**src/rtl/atri_daughter_readout_sched.sv**
```systemverilog
// atri_daughter_readout_sched
// Services every present & enabled daughter stack in ascending index order,
// one at a time, via a grant/start/done handshake with the per-daughter IRS
// readout engines. Reports completion, empty requests and overruns.
// Optional per-daughter watchdog: define ATRI_READOUT_WATCHDOG_EN.
module atri_daughter_readout_sched #(
   parameter int NUM_DAUGHTERS  = 4,
   parameter int TIMEOUT_CYCLES = 65535
) (
   input  logic                     clk_i,
   input  logic                     rst_i,
   input  logic [NUM_DAUGHTERS-1:0] present_i,
   input  logic [NUM_DAUGHTERS-1:0] enable_i,
   input  logic                     req_i,
   input  logic [NUM_DAUGHTERS-1:0] done_i,
   input  logic                     clr_timeout_i,
   output logic [NUM_DAUGHTERS-1:0] grant_o,
   output logic [NUM_DAUGHTERS-1:0] start_o,
   output logic [1:0]               cur_idx_o,
   output logic                     busy_o,
   output logic                     done_o,
   output logic                     empty_o,
   output logic                     overrun_o,
   output logic [NUM_DAUGHTERS-1:0] timeout_o
);

   localparam int N = NUM_DAUGHTERS;

   typedef enum logic [1:0] {IDLE, SCAN, WAIT} state_t;

   state_t         state, state_nx;
   logic [N-1:0]   mask, mask_nx;
   logic           empty_req, empty_req_nx;
   logic [N-1:0]   grant_nx, start_nx, lowbit;
   logic [1:0]     idx_nx, sel_idx;
   logic           busy_nx, done_nx, empty_nx, overrun_nx;
   logic           accept, expire;

   // Lowest set bit of the remaining mask: one-hot form and index
   always_comb begin
      sel_idx = '0;
      lowbit  = '0;
      for (int i = N-1; i >= 0; i--) begin
         if (mask[i]) begin
            sel_idx   = 2'(i);
            lowbit    = '0;
            lowbit[i] = 1'b1;
         end
      end
   end

   // grant_o is one-hot, so the granted daughter's done is picked out by AND;
   // a done coinciding with the start pulse is ignored.
   assign accept = (state == WAIT) && !(|start_o) && (|(done_i & grant_o));

`ifdef ATRI_READOUT_WATCHDOG_EN
   logic [15:0] wd_cnt;

   // Watchdog counts WAIT cycles; zero outside WAIT so each grant starts fresh
   always_ff @(posedge clk_i) begin
      if (rst_i || state != WAIT) wd_cnt <= '0;
      else                        wd_cnt <= wd_cnt + 16'd1;
   end

   // Expiry in the TIMEOUT_CYCLES-th WAIT cycle; a same-cycle done wins
   assign expire = (state == WAIT) && (wd_cnt == 16'(TIMEOUT_CYCLES - 1)) && !accept;

   // Sticky timeout flags; a new timeout beats a simultaneous clear
   always_ff @(posedge clk_i) begin
      if (rst_i) timeout_o <= '0;
      else       timeout_o <= (clr_timeout_i ? '0 : timeout_o) | (expire ? grant_o : '0);
   end
`else
   logic unused_wd;
   assign unused_wd = clr_timeout_i;
   assign expire    = 1'b0;
   assign timeout_o = '0;
`endif

   // Next-state and registered-output values
   always_comb begin
      state_nx     = state;
      mask_nx      = mask;
      empty_req_nx = empty_req;
      grant_nx     = grant_o;
      start_nx     = '0;
      idx_nx       = cur_idx_o;
      done_nx      = 1'b0;
      empty_nx     = 1'b0;
      // busy_o also covers the done_o cycle, so a request there is an overrun
      overrun_nx   = req_i & busy_o;
      case (state)
         IDLE: begin
            if (req_i && !busy_o) begin
               mask_nx      = present_i & enable_i;
               empty_req_nx = ~|(present_i & enable_i);
               state_nx     = SCAN;
            end
         end
         SCAN: begin
            if (|mask) begin
               grant_nx = lowbit;
               start_nx = lowbit;
               idx_nx   = sel_idx;
               state_nx = WAIT;
            end else begin
               done_nx  = 1'b1;
               empty_nx = empty_req;
               state_nx = IDLE;
            end
         end
         WAIT: begin
            if (accept || expire) begin
               grant_nx = '0;
               mask_nx  = mask & ~grant_o;
               state_nx = SCAN;
            end
         end
         default: state_nx = IDLE;
      endcase
      busy_nx = (state_nx != IDLE) | done_nx;
   end

   // State and output registers
   always_ff @(posedge clk_i) begin
      if (rst_i) begin
         state     <= IDLE;
         mask      <= '0;
         empty_req <= 1'b0;
         grant_o   <= '0;
         start_o   <= '0;
         cur_idx_o <= '0;
         busy_o    <= 1'b0;
         done_o    <= 1'b0;
         empty_o   <= 1'b0;
         overrun_o <= 1'b0;
      end else begin
         state     <= state_nx;
         mask      <= mask_nx;
         empty_req <= empty_req_nx;
         grant_o   <= grant_nx;
         start_o   <= start_nx;
         cur_idx_o <= idx_nx;
         busy_o    <= busy_nx;
         done_o    <= done_nx;
         empty_o   <= empty_nx;
         overrun_o <= overrun_nx;
      end
   end

endmodule

```
**config.mk**
```make
export PLATFORM = sky130hd
export DESIGN_NAME = atri_daughter_readout_sched
export DESIGN_NICKNAME = d
export VERILOG_FILES = /design/src/rtl/atri_daughter_readout_sched.sv
export SDC_FILE = /design/constraint.sdc
export NUM_CORES = 1
export LEC_CHECK = 0
export CAP_MARGIN = 25
export CORE_MARGIN = 4
export CORE_UTILIZATION = 31
export CTS_CLUSTER_SIZE = 28
export DETAILED_ROUTE_END_ITERATION = 8
export GPL_ROUTABILITY_DRIVEN = 0
export PLACE_DENSITY = 0.64
export SLEW_MARGIN = 20
export SYNTH_ARGS = -nofsm -noshare
export SYNTH_HDL_FRONTEND = slang
export SYNTH_SLANG_ARGS = --single-unit
```
**constraint.sdc**
```tcl
create_clock -name clk_i -period 1.3 [get_ports clk_i]
set_input_delay 0.195 -clock clk_i [delete_from_list [all_inputs] [get_ports clk_i]]
set_output_delay 0.195 -clock clk_i [all_outputs]
set_load 0.01 [all_outputs]
```
-- Word level (Yosys, flattened, before mapping)
Cells that the tools add are included.
- equality and inequality tests: 5
- muxes and demuxes: 20
- bitwise logic cells: 8
- reductions and logical operators: 20
- operators by type and width (operator ; number):
    $mux 4 ; 8
    $pmux 4 s2 ; 2
    $reduce_or 4->1 ; 4
    $mux 2 ; 7
    $and 4x4->4 ; 3
    $ne 2x2->1 const B ; 3
    $pmux 2 s3 ; 1
    $reduce_and 3->1 ; 2
    $reduce_bool 2->1 ; 3
    $reduce_or 6->1 ; 1
    $not 4->4 ; 1
    $reduce_and 2->1 ; 2
    $logic_and 1x1->1 ; 3
    $logic_not 1->1 ; 3
    $reduce_or 3->1 ; 1
    $eq 2x1->1 const B ; 1
    $eq 2x2->1 const B ; 1
    $logic_not 2->1 ; 1
    $mux 1 ; 2
    $not 1->1 ; 2
    $and 1x1->1 ; 1
    $or 1x1->1 ; 1
- register bits: 21
- bits of input ports: 16
- output and inout port bits: 18
- logic and storage cells: 63

-- Logic depth before layout (Yosys ltp)
- word-level depth: 8
- gate-level depth with buffers: 5
- mapped depth without buffers: 3

-- Worst setup path after synthesis
No wires, ideal clock.
- path kind: register to register
- start point: register start_o[1]
- end point: register grant_o[3]
- setup time: 148 ps
- data arrival time: 1377 ps
- required time: 1152 ps
- slack: -225 ps
- cell stages (with the launch flop): 4
- buffers on the path: 0
- period minus slack after synthesis: 1525 ps
- cells stage by stage: dfxtp_1 > or4_4 > a2111oi_4 > o32ai_1
- longest elaborated chain between the ends: 6
- ends and longest elaborated chain (item ; RTL line ; RTL):
    from (decl) ; 18 ; output logic [NUM_DAUGHTERS-1:0] start_o,
    from (signal assigned) ; 142 ; start_o <= start_nx;
    $reduce_or 4->1 ; 54 ; assign accept = (state == WAIT) && !(|start_o) && (|(done_i & grant_o));
    $logic_not 1->1 ; 54 ;
    $logic_and 1x1->1 (2 in a row) ; 54 ;
    $ne 2x2->1 (no source line) ; n/a ;
    $reduce_and 3->1 (no source line) ; n/a ;
    to (signal assigned) ; 141 ; grant_o <= grant_nx;
    to (decl) ; 17 ; output logic [NUM_DAUGHTERS-1:0] grant_o,
Every way passes these cells.
A chain may end at the register's enable or synchronous reset.

-- Worst setup path in the final report
- start point: register start_o[1]
- end point: register state[0]
- longest elaborated chain between the ends: 6
- ends and longest elaborated chain (item ; RTL line ; RTL):
    $reduce_or 4->1 ; 54 ;
    $logic_not 1->1 ; 54 ;
    $logic_and 1x1->1 (2 in a row) ; 54 ;
    $mux 2 ; 113 ; if (accept || expire) begin
    $pmux 2 s3 ; 92 ; case (state)
    to (signal assigned) ; 138 ; state <= state_nx;
    to (decl) ; 31 ; state_t state, state_nx;
Every way passes these cells.

==> summary.txt <==
Floorplan
  – Core area: 2830 um^2
  – Full die area: 3990 um^2
  – Initial Util: 33.3%
  – Core Rows: 19
  – Die Wd: 63.1 um
  – Die span in y: 63.1 um
  – I/O pins: 34

Final layout
  – Most common cell after layout, fill and taps aside: buf_4
  – N_diodes: 0
  – Total Nets Final: 171
  – Layout cells sized above 1: 31.2%
  – Synth-to-layout area growth: 57.8%
  – Final instance area: 1490 um^2
  – Filler cells: 276
  – Most frequent cells in the layout: buf_4 (27), dfxtp_1 (16), clkdlybuf4s50_1 (14)

STA
  – Slew Viols, Final: 0
  – Final WS setup: -0.291 ns
  – Final hold viol count: 0
  – Setup Viol. Count Final: 10
  – Max Fclk: 629 MHz
  – Final min period: 1.59 ns
  – Period Utilization, post-route: 122%
  – Final worst clock skew: 0.00302 ns
  – Unrepaired setup endpoints after global routing: yes

Worst setup path
  – R2R Setup Slk: -0.29 ns
  – CP startpoint kind: register
  – Max FO, Critical Path: 5
  – Crit Path Category: reg2reg
  – Critical path's largest stage delay: 0.54 ns
  – Cell Chain, Critical Path: or4_4 -> a2111oi_4 -> buf_4 -> o21a_1
  – CP Capture Type: register
  – Worst reg2reg path startpoint: start_o[1]
  – CP Data Arrival Time: 1.84 ns
  – Highest-delay cell along the critical path: or4_4
  – Crit path launch: start_o[1]
  – Critical path required time: 1.55 ns

Drt
  – WL met1: 1.13 mm
  – Antenna-violating nets left: 0
  – Max layer used: met4
  – DR vias: 956
  – DR WL met2: 1.41 mm
  – Mean routed wirelength per cell: 15.0 um
  – Pre-antenna DRT Iters: 4
  – Drt drc: 0
  – Vias per cell: 5.17
  – Drt first-iter violations: 20
  – Final wirelength: 2.77 mm
  – DR WL met3: 160 um

Synthesis
  – Post-synth EDFFs: 0
  – Post-synth ARST share: 0%
  – Synthesized instance count: 99
  – Synthesized flop and latch total: 21
  – Top FF cell, synth: dfxtp_1
  – Sequential fraction of the synthesis area: 44.6%
  – Ys Warns: 0
  – Count of unique library cells instantiated by Yosys: 34
  – Synthesized cell area: 942 um^2
  – Syn avg cell area: 9.52 um^2

Clock tree
  – Htree depth: 1
  – Inserted Clock Buffers: 3
  – CTS tree: done
  – Reg clk slew, reported paths: 0.12 ns
  – Max clock buf depth: 2
  – Clk sink count: 21
  – Clk_lat worst skew: 0.30 ns
  – CTS Root Cell: clkbuf_4

Min path
  – Hold path start: req_i
  – HP Class: in2reg

Global route
  – Grt total ovfl: 0
  – Global-route wire length before repair: 4.80 mm
  – Pin count of the biggest net entering global routing: 16
  – Total global-route track usage: 15.2%
  – Antenna violations before repair: 0
  – Via count of the first global-routing pass: 1026

Power
  – Leakage Power: 0.631 nW
  – Pwr Total: 0.00129 W
  – Worst VDD drop: 0.000291 V
  – PwrDens: 867 nW/um^2

Run status
  – Status: finished, violations left
  – Failing checks: negative setup slack

Placed design
  – Cell Area, Placed: 1410 um^2
  – HPWL after DPL: 2.18 mm
  – IO Port Bufs: 28

Flow run
  – Max Cap Viol: 0
final timing paths:
path	end	depth (start not counted)
worst max-delay path	state[0]	4
worst min-delay path	overrun_o	3
worst max register to register	state[0]	4
worst min register to register	empty_o	1
power breakdown:
| part | internal (W) | switching [W] |
|---|---|---|
| registers | 0.000669 | 0.0000198 |
| logic | 0.000159 | 0.000124 |
| clock network | 0.000120 | 0.000197 |
| total | 0.000947 | 0.000341 |
per-layer routing:
metal  up-vias  GRT usage (%)
met2        27           25.7
li1        469              -
met4         0           9.37
met3         6           4.09
met1       454           16.9
met5         -              0
stage by stage:
stage	worst slack [ns]	utilization, %	hold WS [ns]	setup TNS (ns)	cells
detailed placement	-0.334	49.9	0.463	-4.41	179
global route	-0.335	52.5	0.471	-3.00	185
floorplan	-0.213	-	0.309	-1.94	102
CTS	-0.257	51.7	0.446	-2.27	185
finish	-0.291	52.5	0.449	-2.60	185
global placement	-0.302	49.9	0.448	-3.87	179
kinds of logic after synthesis:
kind of cell	share of synthesized area (%)
buf+inv	7.97
simple gates	23.2
compound gates	23.8
other cells	0.398
flops	44.6
worst max-delay path: cells and delay by family (launching register included):
family                 cells  cell delay, ns
AOI/OAI and AO/OA          2            0.45
buffers and inverters      1            0.21
DFF                        1            0.34
and+or+nand+nor            1            0.54
cell type report:
class	count	area, um^2	area share (%)
Timing Repair Buffer	55	467	31.4
Tap cell	31	38.8	2.61
Inverter	7	26.3	1.77
Clock buffer	4	26.3	1.77
Multi-Input combinational cell	67	502	33.8
Sequential cell	21	427	28.7
registers in the layout (all words and copies together) (netlist names):
| name | flops |
|---|---|
| cur_idx_o | 2 |
| state | 2 |
| start_o | 4 |
| busy_o | 1 |
| empty_o | 1 |
| overrun_o | 1 |
| empty_req | 1 |
| done_o | 1 |
| grant_o | 4 |
| mask | 4 |
repair_timing:
item | in CTS | in global routing
resized for setup | 22 | 10
pin swaps | 4 | 2
endpoints found under the setup margin | 28 | 16
hold buffers | 0 | 0
endpoints found under the hold margin | 0 | 0
setup buffers | 2 | 0
cell usage after synthesis, drive strengths merged, types with 3 or more instances:
master | instances | area, um^2
nor2 | 6 | 22.5
or3 | 4 | 25.0
buf | 6 | 45.0
o21ai | 7 | 35.0
nand3b | 4 | 30.0
nand2b | 3 | 18.8
inv | 7 | 26.3
o32ai | 3 | 26.3
nand2 | 4 | 15.0
a22oi | 4 | 30.0
dfxtp | 21 | 420
o32a | 4 | 40.0
a21oi | 3 | 15.0
No activity file was read; power rests on OpenSTA's default activity.
